$ cat src/rtl/arbiter_rr_reg.sv
// arbiter_rr_reg: registered N-way valid/ready arbiter, round-robin or fixed priority, with grant index tag
module arbiter_rr_reg #(
    parameter int DWIDTH = 8,
    parameter int N = 2,
    parameter int RR = 1,
    localparam int SELW = (N > 1) ? $clog2(N) : 1
) (
    input  logic                       clk,
    input  logic                       rst,
    input  logic [N-1:0]               in_valid,
    input  logic [N-1:0][DWIDTH-1:0]   in_data,
    output logic [N-1:0]               in_ready,
    output logic                       out_valid,
    output logic [DWIDTH-1:0]          out_data,
    output logic [SELW-1:0]            out_sel,
    input  logic                       out_ready
);
    logic [SELW-1:0]   ptr_q, ptr_d, out_sel_q, out_sel_d, gnt;
    logic [DWIDTH-1:0] out_data_q, out_data_d;
    logic              out_valid_q, out_valid_d, load, any;
    int                idx;
    always_comb begin
        gnt = '0;
        idx = 0;
        for (int i = N - 1; i >= 0; i--) begin
            idx = int'(ptr_q) + i;
            idx = (idx >= N) ? idx - N : idx;
            gnt = in_valid[idx] ? SELW'(idx) : gnt;
        end
        any         = |in_valid;
        load        = !out_valid_q || out_ready;
        in_ready    = (load && any && !rst) ? N'(1) << gnt : '0;
        out_valid_d = load ? any : out_valid_q;
        out_data_d  = (load && any) ? in_data[gnt] : out_data_q;
        out_sel_d   = (load && any) ? gnt : out_sel_q;
        ptr_d       = (RR != 0 && load && any) ? ((int'(gnt) == N - 1) ? '0 : gnt + 1'b1) : ptr_q;
    end
    always_ff @(posedge clk) begin
        if (rst) begin
            ptr_q       <= '0;
            out_valid_q <= 1'b0;
            out_data_q  <= '0;
            out_sel_q   <= '0;
        end else begin
            ptr_q       <= ptr_d;
            out_valid_q <= out_valid_d;
            out_data_q  <= out_data_d;
            out_sel_q   <= out_sel_d;
        end
    end
    assign out_valid = out_valid_q;
    assign out_data  = out_data_q;
    assign out_sel   = out_sel_q;
endmodule

$ cat config.mk
export PLATFORM = sky130hd
export DESIGN_NAME = arbiter_rr_reg
export DESIGN_NICKNAME = d
export VERILOG_FILES = /design/src/rtl/arbiter_rr_reg.sv
export SDC_FILE = /design/constraint.sdc
export NUM_CORES = 1
export LEC_CHECK = 0
export ABC_AREA = 0
export CAP_MARGIN = 20
export CORE_MARGIN = 2
export CORE_UTILIZATION = 37
export DETAILED_ROUTE_END_ITERATION = 16
export PLACE_DENSITY = 0.81
export SETUP_SLACK_MARGIN = 0.3
export SLEW_MARGIN = 20
export SYNTH_ARGS = -nofsm -noshare
export SYNTH_HDL_FRONTEND = slang
export SYNTH_SLANG_ARGS = --single-unit
$ cat constraint.sdc
create_clock -name clk -period 3.6 [get_ports clk]
set_input_delay 0.72 -clock clk [delete_from_list [all_inputs] [get_ports clk]]
set_output_delay 0.72 -clock clk [all_outputs]
set_load 0.01 [all_outputs]
Word-level counts from Yosys, hierarchy flattened
Index checks and enable logic that the tools add are counted.

Add/sub/neg operators: 4. Multipliers: 0. Reduce and logical (&&, ||, !) cells: 6. Mux-type cells: 14. Div/mod/pow operators: 0. Magnitude comparators: 5. Shifts and indexed selects: 1. Bitwise gates (word level): 0. Eq/ne operators: 0.

Operators by type and width (count): $lt 32x3->1 const B (2); $mux 32 (2); $mux 8 (2); $mux 1 (9); $sub 1x2->3 const B (1); $sub 2x2->3 const B (1); $add 1x1->2 const B (1); $ge 1x2->1 const B (1); $ge 2x2->1 const B (1); $logic_and 1x1->1 (2); $logic_not 1->1 (2); $lt 1x2->1 const B (1); $mux 2 (1); $reduce_or 2->1 (1); $shl 1x1->2 const A (1); $add 1x1->1 const B (1); $logic_or 1x1->1 (1).

Latch bits: 0. Memories kept: 0. ROM bits: 0. Bits in writable memories: 0. Bits of input ports: 21. Bits in registers: 11.

Longest topological paths before layout
Gate-level depths: netlist of the first run.

Depth in word-level cells: 10. Depth in mapped cells: 4. Gate-level depth less buffers: 3.

Worst setup path before layout of the first run
OpenSTA, ideal clock, no wires.

Path type: input to output. From: input out_ready. To: output in_ready[0]. Arrival time: 1.374 ns. Setup slack: 1.506 ns. Buffers on the path: 1. Cell stages on the path: 4. Cell sequence: nand2b_4 > clkbuf_1 > nand2_1 > nor2_1.

Cells in the longest elaborated chain, start to end: 4.

Ends and longest elaborated chain: start: declaration (RTL line 16) `input logic out_ready`; $logic_or 1x1->1 (RTL line 31) `load = !out_valid_q || out_ready;`; $logic_and 1x1->1 (2 in series) (RTL line 32) `in_ready = (load && any && !rst) ? N'(1) << gnt : '0;`; $mux 2 (RTL line 32); end: declaration (RTL line 12) `output logic [N-1:0] in_ready,`.

No other way between the ends.

Worst setup path in the final report of the first run
From: input in_valid[1]. To: output in_ready[0].

Cells in the longest elaborated chain, start to end: 7. Elaborated cells on any way between the ends: 13. Classes of those cells: shift: 1; mux: 9; reduce/logical: 3.

Ends and longest elaborated chain: start: declaration (RTL line 10) `input logic [N-1:0] in_valid,`; $mux 1 (not written as such) (3 in series) (RTL line 28) `gnt = in_valid[idx] ? SELW'(idx) : gnt;`; $mux 1 (2 in series) (RTL line 28); $shl 1x1->2 (RTL line 32); $mux 2 * (RTL line 32).

Every way passes the cells marked *; elsewhere a longest branch is shown, timed or not. The select of a mux whose other input is x is not followed.

==> results of run 1 <==
-- cell type report --
type,instances,area share [%]
tap,15,2.17
clock buffer,4,3.03
sequential,11,25.4
multi-input combinational,36,31.5
timing repair buffer,33,37.9
-- worst max-delay path: stages --
cell and delay (ns):
clkdlybuf4s50_1 0.54, a21boi_2 0.37, nand2_1 0.12, nor2_1 0.10, clkdlybuf4s50_1 0.54
-- layout by cell type, fill, tap and decap left out --
master,netlist,layout
clkdlybuf4s50_1,0,32
dfxtp_1,11,11
o21ai_0,4,4
nand4_1,4,4
nand3_1,4,4
a31oi_1,4,4
and4b_1,4,4
a221o_1,4,4
clkbuf_4,0,3
nand2b_4,2,2
nor2_1,2,2
a21boi_2,1,1
nand2_1,1,1
and4b_4,1,1
nor2b_1,1,1
o21ba_2,1,1
a21oi_1,1,1
o2bb2ai_1,1,1
a21o_2,1,1
clkbuf_1,2,1
buf_4,0,1
-- through the flow --
step           std cells  hold WS, ns  setup WS (ns)
5_1_grt               99        0.485          0.398
3_3_place_gp          95        0.440          0.540
4_1_cts               99        0.469          0.486
2_1_floorplan         51        0.474           1.51
3_5_place_dp          95        0.451          0.484
6_report              99        0.462          0.484
-- report_power, final --
part / switching (mW) / leakage (nW) / total [mW] / internal (mW)
clock network: 0.0461 / 0.0150 / 0.0891 / 0.0430
registers: 0.00569 / 0.0911 / 0.137 / 0.132
logic: 0.0291 / 0.225 / 0.0793 / 0.0503
total: 0.0808 / 0.331 / 0.306 / 0.225
-- how the worst max path moves through the flow --
stage,slack (ns),cells after the start,from,end
global placement,0.54,5,in_valid[0],in_ready[0]
detailed placement,0.48,5,in_valid[0],in_ready[0]
finish,0.48,5,in_valid[1],in_ready[0]
CTS,0.49,5,in_valid[1],in_ready[0]
global route,0.40,5,in_valid[1],in_ready[0]
floorplan,1.51,4,out_ready,in_ready[0]
-- routing by layer --
layer	share of wire [%]	GRT usage, %	wire, um	up-vias
met5	0	0	0	-
met4	0.58	7.74	8	0
met3	4.6	4.35	64	2
met2	51	28.1	707	14
met1	44	19.6	603	260
li1	-	-	-	271
-- kinds of logic after synthesis --
kind of cell           count (synthesis)
AOI/OAI and AO/OA                     17
DFF                                   11
and+or+nand+nor                       19
buffers and inverters                  4
-- sequential cells by signal, indices dropped and copies added, names as in the netlist --
register / count
out_valid: 1
out_data: 8
out_sel: 1
ptr_q: 1
==> reports/results.ini, run 1 <==
[run_status]
status=completed

[critical_path]
r2r_slack_ns=2.36
crit_type=in2out
end_kind=primary output
reg2reg_depth=3
reg2reg_to=out_data[7]
reg2reg_from=out_valid
arrival_ns=2.40
crit_path_start_kind=primary input
crit_path_max_fanout=9
cp.required_ns=2.88

[yosys]
synth_flop_cell=dfxtp_1
synth_compound_area_share_pct=24.2
synth.most_common_cell=dfxtp_1
ys_warn_count=0
synthSimpleGateAreaFrac_pct=27.1
syn_avg_cell_area_um2=10.4
synthCells=51
yosysUniqueCellTypes=20
synth_edf_count=0
ys_seq_area_share_pct=41.4
synthMuxAreaShare_pct=0
synthArstFlopShare_pct=0
synth_area_leaders=dfxtp_1, a221o_1, and4b_1
synth_seq_cells=11
synth_top_family_by_area=simple AND/OR/NAND/NOR gates
synthesis.nets=72
syn-cell-area_um2=532
synth_adder_area_share_pct=0
synth_top_area_share_pct=41.4
yosysTopAreaCell=dfxtp_1
synthXorXnorAreaFrac_pct=0

[cells_and_area]
final_util_pct=65.7
final_nets=106
drive_gt1_share_pct=11.9
regArea_um2=220
area_growth_syn_to_layout_pct=62.8
fillers=119
final_area_um2=866
diodes=0
multi_input_area_um2=273

[pwr]
ir_drop_mv=0.238
power_mw=0.306
p_leak_nw=0.331
p_per_area_nw_per_um2=353

[floorplanning]
start_util_pct=40.4
die_y_um=41.9
die_w_um=41.9
pin_count=33
coreArea_um2=1320
dieArea_um2=1760
num_rows=13

[hold_path]
hold_path_depth=1
hold_class=reg2reg
holdPathEnd=out_sel
hp-start=out_sel

[placed_design]
place_hpwl_mm=1.07
port_buffers=32
place.gp.congestion=0.840
placedInstanceArea_um2=840

[clock_network]
cts_setup_buffers=0
cts_buffer_depth=2
cts_resized=0
insertion_delay_ns=0.27
cts_sinks=11
postCtsHoldBufs=0
cts_tree=yes
cts_buffers=3
htreeDepth=1
cts.clk_slew.worst_paths_ns=0.07
clockRootBuffer=clkbuf_4

[sta]
worstMarginPinSlew_ns=0.349
max_freq_mhz=321
tns_ns=0
relSlewSlack_pct=76.6
period_share_pct=86.6
post-route-min-period_ns=3.12
rsz0062_at_grt=false
setup_viol=0
slew_violations=0
hold_viol=0
skew_ns=0.00134

[global_route]
grt_overflow=0
grt_max_degree=16
first_global_vias=519
grt_pass1_wl_mm=2.25
grt_usage_pct=16.7
antenna_found_initial=0

[route]
routedWlPerCell_um=14.0
drt_iter0_markers=4
num_vias=547
drc_errors=0
drtAntennaViolNets=0
firstDrtPassIters=2
via_per_inst=5.53
postRouteWirelength_mm=1.38

[job]
maxCapViolCount=0

No activity file was read; power rests on OpenSTA's default activity.
==> inputs of run 2 (changes only) <==
- CAP_MARGIN: 20 -> 30
- CORE_MARGIN: 2 -> 3
==> reports/results.ini, run 2 (synthesis gave the netlist of run 1 again) <==
[clock_network]
cts_setup_buffers=0
cts_buffers=3
cts.clk_slew.worst_paths_ns=0.08
cts_resized=0
postCtsHoldBufs=0
insertion_delay_ns=0.28
cts_sinks=11
cts_tree=yes
cts_buffer_depth=2
htreeDepth=1
clockRootBuffer=clkbuf_4

[sta]
rsz0062_at_grt=false
setup_viol=0
max_freq_mhz=321
period_share_pct=86.6
hold_viol=0
tns_ns=0
relSlewSlack_pct=76.2
skew_ns=0.00255
whs_ns=0.463
fin_ws_ns=0.484
worstMarginPinSlew_ns=0.355
slew_violations=0
post-route-min-period_ns=3.12

[hold_path]
hp-start=out_sel
hold_path_depth=1
hold_class=reg2reg
holdPathEnd=out_sel

[critical_path]
reg2reg_to=out_data[7]
crit_path_start_kind=primary input
crit_path_max_fanout=9
end_kind=primary output
r2r_slack_ns=2.38
reg2reg_from=out_valid
reg2reg_depth=3
crit_type=in2out
cp.required_ns=2.88
arrival_ns=2.40

[cells_and_area]
final_area_um2=867
drive_gt1_share_pct=13.1
regArea_um2=220
fillers=103
area_growth_syn_to_layout_pct=63.1
diodes=0
final_cells=99
final_cell_mix=clkdlybuf4s50_1, dfxtp_1
mostFrequentLayoutCell=clkdlybuf4s50_1
final_nets=106
largest_reg_flops=8
multi_input_area_um2=273

[route]
drc_errors=0
num_vias=557
routedWlPerCell_um=14.0
drt_iter0_markers=11
via_per_inst=5.63
firstDrtPassIters=4
drtAntennaViolNets=0
postRouteWirelength_mm=1.39

[global_route]
grt_pass1_wl_mm=2.30
grt_max_degree=16
antenna_found_initial=0
grt_usage_pct=16.3
first_global_vias=477
grt_overflow=0

[floorplanning]
num_rows=13
coreArea_um2=1320
die_w_um=43.9
start_util_pct=40.4
die_y_um=43.9
pin_count=33
dieArea_um2=1930

[placed_design]
place_hpwl_mm=1.05
placedInstanceArea_um2=840
dp.cells=95
place.gp.congestion=0.776
pre_cts_slack_ns=0.508
port_buffers=32

[pwr]
p_leak_nw=0.334
ir_drop_mv=0.251
p_per_area_nw_per_um2=351

[run_status]
status=completed

[job]
maxCapViolCount=0

-- run 2: area by class of cell --
| type | instances | share of cell area, % |
|---|---|---|
| Clock buffer | 3 | 2.60 |
| Timing Repair Buffer | 33 | 37.8 |
| Sequential cell | 11 | 25.4 |
| Clock inverter | 1 | 0.577 |
| Multi-Input combinational cell | 36 | 31.5 |
| Tap cell | 15 | 2.16 |
-- run 2: metrics by stage --
| stage | utilization [%] | total power [mW] |
|---|---|---|
| floorplan | - | 0.175 |
| global placement | 63.7 | 0.219 |
| detailed placement | 63.7 | 0.220 |
| finish | 65.8 | 0.305 |
| CTS | 65.8 | 0.307 |
| global route | 65.8 | 0.322 |
-- run 2: how the worst max path moves through the flow --
stage                     start          end  slack (ns)  cells past startpoint
floorplan             out_ready  in_ready[0]        1.51                      4
global placement    in_valid[0]  in_ready[0]        0.53                      5
detailed placement  in_valid[0]  in_ready[0]        0.51                      5
CTS                 in_valid[0]  in_ready[0]        0.49                      5
global route        in_valid[0]  in_ready[0]        0.34                      5
finish              in_valid[1]  in_ready[0]        0.48                      5
-- run 2: routing by layer --
metal	track usage, %	routed length, um	vias up
met3	4.15	80	5
met5	0	0	-
met1	22.7	585	262
li1	-	-	269
met4	10.8	38	0
met2	21.8	681	21
-- run 2: critical path, stage by stage --
cell and delay [ns]:
clkdlybuf4s50_1 0.54, a21boi_2 0.38, nand2_1 0.12, nor2_1 0.10, clkdlybuf4s50_1 0.54
-- run 2: power by group --
group	switching [mW]	total [mW]	internal [mW]
combinational	0.0292	0.0794	0.0503
clock	0.0465	0.0877	0.0413
sequential	0.00576	0.137	0.132
